==> src/rtl/sensor_stream_arbiter_if.sv <==
`default_nettype none
// ============================================================================
// Module      : sensor_stream_arbiter_if
// Description : Bundles the sensor-channel handshakes and the frame output
//               handshake of sensor_stream_arbiter. The master modport is
//               the arbiter; the slave modport is the surrounding system
//               (sensor sources plus UART controller).
// Revision    : 1.0 - initial release
// ============================================================================
interface sensor_stream_arbiter_if #(
    parameter int NUM_CH = 4,
    parameter int DATA_W = 24,
    parameter int TX_W   = 56
);
    logic [NUM_CH*DATA_W-1:0] ch_data;
    logic [NUM_CH-1:0]        ch_valid;
    logic [NUM_CH-1:0]        ch_ack;
    logic [NUM_CH-1:0]        ch_enable;
    logic [TX_W-1:0]          tx_data;
    logic                     tx_valid;
    logic                     tx_ready;
    logic                     busy;

    modport master (
        input  ch_data, ch_valid, ch_enable, tx_ready,
        output ch_ack, tx_data, tx_valid, busy
    );

    modport slave (
        output ch_data, ch_valid, ch_enable, tx_ready,
        input  ch_ack, tx_data, tx_valid, busy
    );
endinterface
`default_nettype wire

==> src/rtl/sensor_stream_arbiter.sv <==
`default_nettype none
// ============================================================================
// Module      : sensor_stream_arbiter
// Description : Round-robin arbiter over NUM_CH level-valid/pulse-ack sensor
//               streams. Each granted sample is packed into a TX_W-bit frame
//               {SYNC_BYTE, id, seq, sample} and offered on a valid/ready
//               handshake. Optional macro STREAM_ARB_PRIORITY_EN gives
//               channel 0 absolute priority without moving the pointer.
// Revision    : 1.0 - initial release
// ============================================================================
module sensor_stream_arbiter #(
    parameter int         NUM_CH    = 4,
    parameter int         DATA_W    = 24,
    parameter int         TX_W      = 56,
    parameter logic [7:0] SYNC_BYTE = 8'hA5
) (
    input  logic                    clk,
    input  logic                    rst_n,
    sensor_stream_arbiter_if.master bus
);
    localparam int ID_W  = (NUM_CH > 1) ? $clog2(NUM_CH) : 1;
    localparam int CW    = ID_W + 1;
    localparam int PAY_W = TX_W - 24;

    typedef enum logic [1:0] {
        S_IDLE     = 2'd0,
        S_GRANT    = 2'd1,
        S_SEND     = 2'd2,
        S_WAIT_LOW = 2'd3
    } state_t;

    state_t              r_state;
    state_t              w_next;
    logic [ID_W-1:0]     r_ptr;
    logic [ID_W-1:0]     r_id;
    logic [7:0]          r_seq [NUM_CH];
    logic [TX_W-1:0]     r_tx_data;
    logic [NUM_CH-1:0]   w_req;
    logic [NUM_CH-1:0]   w_ack;
    logic [ID_W-1:0]     w_gnt_id;
    logic                w_found;
    logic                w_upd_ptr;
    logic [CW-1:0]       w_cand;
    logic [DATA_W-1:0]   w_sample;
    logic [TX_W-1:0]     w_frame;
    logic                w_handshake;

    assign w_req       = bus.ch_valid & bus.ch_enable;
    assign w_handshake = (r_state == S_SEND) && bus.tx_ready;

    // Pick the first requester after the pointer, wrapping; channel 0 may pre-empt.
    always_comb begin
        w_found   = 1'b0;
        w_gnt_id  = '0;
        w_upd_ptr = 1'b0;
        w_cand    = '0;
        for (int i = 1; i <= NUM_CH; i++) begin
            w_cand = {1'b0, r_ptr} + CW'(i);
            if (w_cand >= CW'(NUM_CH)) begin
                w_cand = w_cand - CW'(NUM_CH);
            end
            if (!w_found && w_req[w_cand[ID_W-1:0]]) begin
                w_found   = 1'b1;
                w_gnt_id  = w_cand[ID_W-1:0];
                w_upd_ptr = 1'b1;
            end
        end
`ifdef STREAM_ARB_PRIORITY_EN
        // Channel 0 wins outright and leaves the rotation of the others alone.
        if (w_req[0]) begin
            w_found   = 1'b1;
            w_gnt_id  = '0;
            w_upd_ptr = 1'b0;
        end
`endif
    end

    // Frame assembly from the currently selected channel.
    always_comb begin
        w_sample = bus.ch_data[int'(w_gnt_id)*DATA_W +: DATA_W];
        w_frame  = {SYNC_BYTE, 8'(w_gnt_id), r_seq[w_gnt_id], PAY_W'(w_sample)};
    end

    // Next-state and ack decode; ack is suppressed while reset is asserted.
    always_comb begin
        w_next = r_state;
        w_ack  = '0;
        case (r_state)
            S_IDLE: begin
                if (|w_req) begin
                    w_next = S_GRANT;
                end
            end
            S_GRANT: begin
                if (w_found) begin
                    w_next = S_SEND;
                    if (rst_n) begin
                        w_ack[w_gnt_id] = 1'b1;
                    end
                end else begin
                    w_next = S_IDLE;
                end
            end
            S_SEND: begin
                if (w_handshake) begin
                    w_next = S_WAIT_LOW;
                end
            end
            S_WAIT_LOW: begin
                w_next = S_IDLE;
            end
            default: begin
                w_next = S_IDLE;
            end
        endcase
    end

    // State register.
    always_ff @(posedge clk) begin
        if (!rst_n) begin
            r_state <= S_IDLE;
        end else begin
            r_state <= w_next;
        end
    end

    // Grant capture, pointer update and per-channel sequence counters.
    always_ff @(posedge clk) begin
        if (!rst_n) begin
            r_ptr     <= ID_W'(NUM_CH - 1);
            r_id      <= '0;
            r_tx_data <= '0;
            for (int k = 0; k < NUM_CH; k++) begin
                r_seq[k] <= 8'd0;
            end
        end else begin
            if ((r_state == S_GRANT) && w_found) begin
                r_id      <= w_gnt_id;
                r_tx_data <= w_frame;
                if (w_upd_ptr) begin
                    r_ptr <= w_gnt_id;
                end
            end
            if (w_handshake) begin
                r_seq[r_id] <= r_seq[r_id] + 8'd1;
            end
        end
    end

    assign bus.ch_ack   = w_ack;
    assign bus.tx_data  = r_tx_data;
    assign bus.tx_valid = (r_state == S_SEND);
    assign bus.busy     = (r_state != S_IDLE);
endmodule
`default_nettype wire

==> src/flat_wrapper.sv <==
// flat-port wrapper written by rule: the top's interface ports become plain ports
module sensor_stream_arbiter_flat 
#(
    parameter int         NUM_CH    = 4,
    parameter int         DATA_W    = 24,
    parameter int         TX_W      = 56,
    parameter logic [7:0] SYNC_BYTE = 8'hA5
)
  (clk, rst_n, bus_ch_data, bus_ch_valid, bus_ch_enable, bus_tx_ready, bus_ch_ack, bus_tx_data, bus_tx_valid, bus_busy);
  sensor_stream_arbiter_if #(.NUM_CH(NUM_CH), .DATA_W(DATA_W), .TX_W(TX_W)) bus_i ();
  input  logic clk;
  input  logic rst_n;
  input wire logic [$bits(bus_i.ch_data)-1:0] bus_ch_data;
  input wire logic [$bits(bus_i.ch_valid)-1:0] bus_ch_valid;
  input wire logic [$bits(bus_i.ch_enable)-1:0] bus_ch_enable;
  input wire logic [$bits(bus_i.tx_ready)-1:0] bus_tx_ready;
  output wire logic [$bits(bus_i.ch_ack)-1:0] bus_ch_ack;
  output wire logic [$bits(bus_i.tx_data)-1:0] bus_tx_data;
  output wire logic [$bits(bus_i.tx_valid)-1:0] bus_tx_valid;
  output wire logic [$bits(bus_i.busy)-1:0] bus_busy;
  assign bus_i.ch_data = bus_ch_data;
  assign bus_i.ch_valid = bus_ch_valid;
  assign bus_i.ch_enable = bus_ch_enable;
  assign bus_i.tx_ready = bus_tx_ready;
  assign bus_ch_ack = bus_i.ch_ack;
  assign bus_tx_data = bus_i.tx_data;
  assign bus_tx_valid = bus_i.tx_valid;
  assign bus_busy = bus_i.busy;
  sensor_stream_arbiter #(.NUM_CH(NUM_CH), .DATA_W(DATA_W), .TX_W(TX_W), .SYNC_BYTE(SYNC_BYTE)) u_core (.clk(clk), .rst_n(rst_n), .bus(bus_i));
endmodule
==> config.mk <==
export PLATFORM = sky130hd
export DESIGN_NAME = sensor_stream_arbiter_flat
export DESIGN_NICKNAME = d
export VERILOG_FILES = /design/src/rtl/sensor_stream_arbiter_if.sv /design/src/rtl/sensor_stream_arbiter.sv /design/src/flat_wrapper.sv
export SDC_FILE = /design/constraint.sdc
export NUM_CORES = 1
export LEC_CHECK = 0
export ABC_AREA = 1
export CAP_MARGIN = 10
export CORE_UTILIZATION = 23
export CTS_BUF_LIST = sky130_fd_sc_hd__clkbuf_8
export CTS_CLUSTER_DIAMETER = 30
export DETAILED_ROUTE_END_ITERATION = 8
export GPL_TIMING_DRIVEN = 1
export PLACE_DENSITY = 0.6
export SYNTH_ARGS = -nofsm -noshare
export SYNTH_HDL_FRONTEND = slang
export SYNTH_SLANG_ARGS = --single-unit
export TNS_END_PERCENT = 5
==> constraint.sdc <==
create_clock -name clk -period 2 [get_ports clk]
set_input_delay 0.3 -clock clk [delete_from_list [all_inputs] [get_ports clk]]
set_output_delay 0.3 -clock clk [all_outputs]
set_load 0.01 [all_outputs]
==> reports/qor.yml, run 1 <==
detail-route-antenna-nets: 0
cp.arrival_ns: 1.91
rsz0062_at_grt: "true"
io_pins: 169
ctsRootBufferMaster: "clkbuf_8"
antenna_found_initial: 0
power.leakage_nw: 2.851
yosys_most_used_dff: "dfxtp_1"
grt.total_usage: 0.1541
async_reset_ff_frac: 0
finalWorstPathRequiredPeriod_ns: 2.215
drv_cap: 0
fin_util: 0.3714
grt_max_degree: 53
cts_buffers: 9
worst_slack_ns: -0.2146
wl_per_cell_um: 14.54
cts.htree.levels: 3
die_width_um: 142.1
yosysMostFrequentCell: "nand3_1"
grt_overflow: 0
setup_violations: 38
synth_edf_count: 32
hold_buffers: 0
timing.hold.ws_ns: 0.5292
vias: 5060
crit_top_cell: "nand2_2"
hold_viol_final: 0
violations: "setup timing"
netlist_instances: 655
period_share: 1.107
worst_setup_path_start_kind: "register"
clkTransAtPathRegs_ns: 0.08
area_growth_pct: 55.93
first_pass_iters: 4
antenna_cells: 0
via_per_inst: 4.587
wl_um: 16040
clkLatencyLatePin_ns: 0.35
drive_above_1_share: 0.1767
start_util: 0.2382
synth_seq_cells: 73
critPathSlowestCell: "dfxtp_4"
max_freq_mhz: 451.5
die_height_um: 142.1
yosys_warnings: 0
hold_path_class: "reg2reg"
cts.sinks: 73
slew_viol_final: 0
yosysSeqAreaShare: 0.3947
syn_area_um2: 4514
synthTopCellsByCount: "nand3_1 (171), nand2_1 (143), nor2_1 (107)"
synth_area_leader_cell: "edfxtp_1"
post-place-ws_ns: -0.6302
port_buffers: 150
post-dp-hpwl_um: 11510
ir_drop_uv: 1110
fin_nets: 946
worstPathCellList: "buf_6 > nand3_2 > nand2_2 > nand2_2 > nand2_2 > nor2_4 > nand2_4 > o21ai_4 > inv_2 > nand2_4 > nor3_2 > buf_2"
dpl.cell_count: 1080
core_area_um2: 18960
required_ns: 1.70
endpoint_kind: "primary output"
grt_pass1_vias: 4723
max_stage_delay_ns: 0.38
synth_area_per_cell_um2: 6.892
setup.worst_path.class: "reg2out"
num_rows: 50
status: "finished with violations"
cts_tree: "built"
die_area_um2: 20190
synthTopCellsByArea: "edfxtp_1 (21%), nand3_1 (19%), dfxtp_1 (18%)"
grt_pass1_wl_um: 24230
yosys.cell_types.count: 33
synth_top_area_share: 0.2129
stdcell_count: 1103
cts_buffer_depth: 2
skew_ns: 0.01010
worstPathMaxFanout: 5
power.density_nw_per_um2: 1811
drc: 0
place_congestion: 0.8539
drtIter0Drc: 247
## timing repair
item / in CTS / in global routing
pin swaps: 11 / 17
endpoints found under the setup margin: 54 / 55
resized for setup: 72 / 36
buffers inserted: 3 / 3
cloned: 1 / 0
## cell families after synthesis
family | count (synthesis) | share of synthesized area
other cells | 1 | 0.0008307
fa+ha+maj | 1 | 0.002771
simple gates | 441 | 0.4257
compound gates | 52 | 0.06541
flops | 73 | 0.3947
buf+inv | 86 | 0.1086
xor+xnor | 1 | 0.001940
## layout make-up
cell class                 count  area (um^2)
clock buffer                  10        137.6
clock inverter                 6        60.06
fill                        1967        11920
inverter                      23        96.34
multi-input combinational    513         2491
sequential                    73         1793
tap                          260        325.3
timing repair buffer         218         2136
## critical path: cells and delay by family, from the launching register on
family / cells / cell delay, ns
AO/OA/AOI/OAI: 1 / 0.15
buffers and inverters: 3 / 0.35
flip-flops: 1 / 0.38
AND/OR/NAND/NOR: 8 / 0.68
## where the power goes
group	internal (W)	switching [W]
sequential	0.00202	0.000287
clock	0.000604	0.000584
combinational	0.00387	0.00538
## placed cells by master, fill, tap and decap left out, types with 8 or more instances in the layout
master,Yosys,final
o21ai_0,36,33
buf_6,3,8
nor2_1,107,100
nand2_1,143,121
nor2_2,5,8
clkdlybuf4s50_1,0,142
buf_4,33,51
conb_1,1,18
nand3_1,171,164
edfxtp_1,32,32
inv_1,19,19
nand2_2,2,21
dfxtp_1,41,38
clkbuf_8,0,10
## routing by layer
metal | vias up | track usage | share of wire
li1 | 2525 | - | -
met1 | 2357 | 0.1787 | 0.43
met2 | 157 | 0.2810 | 0.49
met3 | 21 | 0.02826 | 0.063
met4 | 0 | 0.05490 | 0.017
met5 | - | 0 | 0
## sequential cells by signal, summed over array words and instances (netlist names), named ones only
register            count
u_core.r_seq           32
u_core.r_ptr            2
u_core.r_state          1
u_core.r_id             1
u_core.bus.tx_data     34
## through the flow
step	TNS, ns	cell area [um^2]	power (W)
floorplan	-0.03500	4578	0.007515
global placement	-21.64	6516	0.01048
detailed placement	-22.90	6516	0.01051
CTS	-2.046	6892	0.01235
global route	-10.36	7039	0.01381
finish	-3.483	7039	0.01275
## final timing paths
| kind | cells after the start | startpoint | end | slack, ns |
|---|---|---|---|---|
| max | 12 | u_core.r_ptr[0] | bus_ch_ack[2] | -0.21 |
| max reg2reg | 15 | u_core.r_ptr[0] | u_core.bus.tx_data[3] | -0.12 |
| min reg2reg | 2 | u_core.bus.tx_data[21] | u_core.bus.tx_data[21] | 0.53 |
| min | 2 | u_core.bus.tx_data[21] | u_core.bus.tx_data[21] | 0.53 |
Note: power is estimated with default switching activity, not from simulation.
==> run 2: changes to the inputs <==
--- a/config.mk
+++ b/config.mk
@@ -7,12 +7,12 @@
 export LEC_CHECK = 0
 export ABC_AREA = 1
 export CAP_MARGIN = 10
-export CORE_UTILIZATION = 23
+export CORE_UTILIZATION = 42
 export CTS_BUF_LIST = sky130_fd_sc_hd__clkbuf_8
 export CTS_CLUSTER_DIAMETER = 30
 export DETAILED_ROUTE_END_ITERATION = 8
 export GPL_TIMING_DRIVEN = 1
-export PLACE_DENSITY = 0.6
+export PLACE_DENSITY = 0.91
 export SYNTH_ARGS = -nofsm -noshare
 export SYNTH_HDL_FRONTEND = slang
 export SYNTH_SLANG_ARGS = --single-unit
==> run 2 against run 1 <==
The run still ends with setup timing left. Routed wire length shrank 3.2%. Sequential share of layout area grew 0.55 points. Register-to-register slack lost 0.05 ns. Non-clock buffer count shrank 5. Clock skew grew 0.0037 ns. Worst setup slack lost 0.061 ns. Utilization grew 29 points. Critical endpoint is now bus_ch_ack[1]. Highest routed layer unchanged.
==> reports/qor.yml, run 2 (same netlist as run 1, synthesis figures left out) <==
die_height_um: 105.7
cts.htree.levels: 3
drv_cap: 0
grt.total_usage: 0.2604
mostFrequentLayoutCell: "nand3_1"
dpl-instance-area_um2: 6294
cts_buffer_depth: 2
start_util: 0.4353
power.density_nw_per_um2: 1839
core_area_um2: 10370
grt-busiest-layer: "met2"
area_growth_pct: 52.52
via_per_inst: 5.511
drc: 0
final_area_um2: 6885
clkLatencyLatePin_ns: 0.36
status: "finished with violations"
worst_setup_path_start_kind: "register"
fin_nets: 941
rsz0062_at_grt: "true"
endpoint_kind: "primary output"
hold_viol_final: 0
grt_pass1_vias: 4857
grt_max_degree: 56
ir_drop_uv: 1301
place_congestion: 0.9229
antenna_found_initial: 0
use_met2: 0.4552
wl_per_cell_um: 15.94
finalSetupTns_ns: -5.484
grt_overflow: 0
port_buffers: 150
first_pass_iters: 5
worstPathCellList: "buf_6 > nand2_1 > nand3_2 > inv_1 > a21boi_2 > nand2_1 > inv_1 > nand2_2 > nor3_2 > buf_2"
hold_path_class: "reg2reg"
cts_buffers: 9
die_width_um: 105.7
max_freq_mhz: 439.5
setup_violations: 46
required_ns: 1.70
drtIter0Drc: 681
p_total_w: 0.01266
detail-route-antenna-nets: 0
io_pins: 169
power.leakage_nw: 2.835
num_rows: 37
timing.hold.ws_ns: 0.5111
ctsRootBufferMaster: "clkbuf_8"
cts.sinks: 73
drive_above_1_share: 0.1742
die_area_um2: 11170
max_stage_delay_ns: 0.42
mostFrequentLayoutCells: "nand3_1 (162), clkdlybuf4s50_1 (142), nand2_1 (120), nor2_1 (102), buf_4 (44)"
cts_tree: "built"
slew_viol_final: 0
period_share: 1.138
setup.worst_path.class: "reg2out"
cp.arrival_ns: 1.98
largest_register_ffs: 34
skew_ns: 0.01376
violations: "setup timing"
worstPathMaxFanout: 5
hold_buffers: 0
post-dp-hpwl_um: 10350
stdcell_count: 974
clkTransAtPathRegs_ns: 0.09
antenna_cells: 0
vias: 5368
finalWorstPathRequiredPeriod_ns: 2.275
worst_slack_ns: -0.2753
met1_usage: 0.3149
grt_pass1_wl_um: 23100
critPathSlowestCell: "dfxtp_4"
wl_um: 15530
grtUsageMet3: 0.05813
dpl.cell_count: 947
## run 2: cell types whose count changed in the layout (fill, tap and decap cells not counted), sizes merged
cell / previous run / this run
buf: 72 / 67
clkinv: 3 / 0
clkinvlp: 1 / 2
inv: 24 / 28
bufinv: 1 / 0
dlymetal6s2s: 1 / 2
clkbuf: 10 / 9
dlygate4sd2: 3 / 2
## run 2: report_power, final
part           switching [W]  internal (W)
Combinational        0.00536       0.00388
Sequential          0.000298       0.00202
Clock               0.000637      0.000472
Total                0.00630       0.00637
## run 2: path summary, 6_finish.rpt
kind | from | end | slack, ns | cells past startpoint
max | u_core.r_ptr[0] | bus_ch_ack[1] | -0.28 | 10
min | u_core.bus.tx_data[48] | u_core.bus.tx_data[48] | 0.51 | 2
max reg2reg | u_core.r_ptr[0] | u_core.bus.tx_data[2] | -0.17 | 14
min reg2reg | u_core.bus.tx_data[48] | u_core.bus.tx_data[48] | 0.51 | 2
## run 2: timing repair
| item | CTS | global route |
|---|---|---|
| resized for setup | 64 | 50 |
| setup endpoints to repair | 57 | 58 |
| gates cloned | 1 | 0 |
| setup buffers | 4 | 6 |
| pin swaps | 16 | 24 |
## run 2: stage by stage
stage	utilization	setup slack, ns
after floorplan	-	-0.01750
after global placement	0.6069	-0.5814
after detailed placement	0.6069	-0.6312
after CTS	0.6401	-0.1568
after global routing	0.6640	-0.3736
final	0.6640	-0.2753
## run 2: worst max-delay path: cells and delay by family (launching register included)
kind / cells / cell delay (ns)
compound gates: 1 / 0.13
buf+inv: 4 / 0.47
flops: 1 / 0.42
simple gates: 5 / 0.61
## run 2: cell type report
type,instances,area (um^2)
fill,794,3485
clock inverter,7,58.81
clock buffer,9,123.9
tap,136,170.2
inverter,23,96.34
multi-input combinational,513,2520
timing repair buffer,213,2125
sequential,73,1792
## run 2: routing by layer
layer,vias to the layer above,part of all wire
met5,-,0
met4,0,0.027
met3,44,0.094
met2,306,0.49
met1,2494,0.39
li1,2524,-
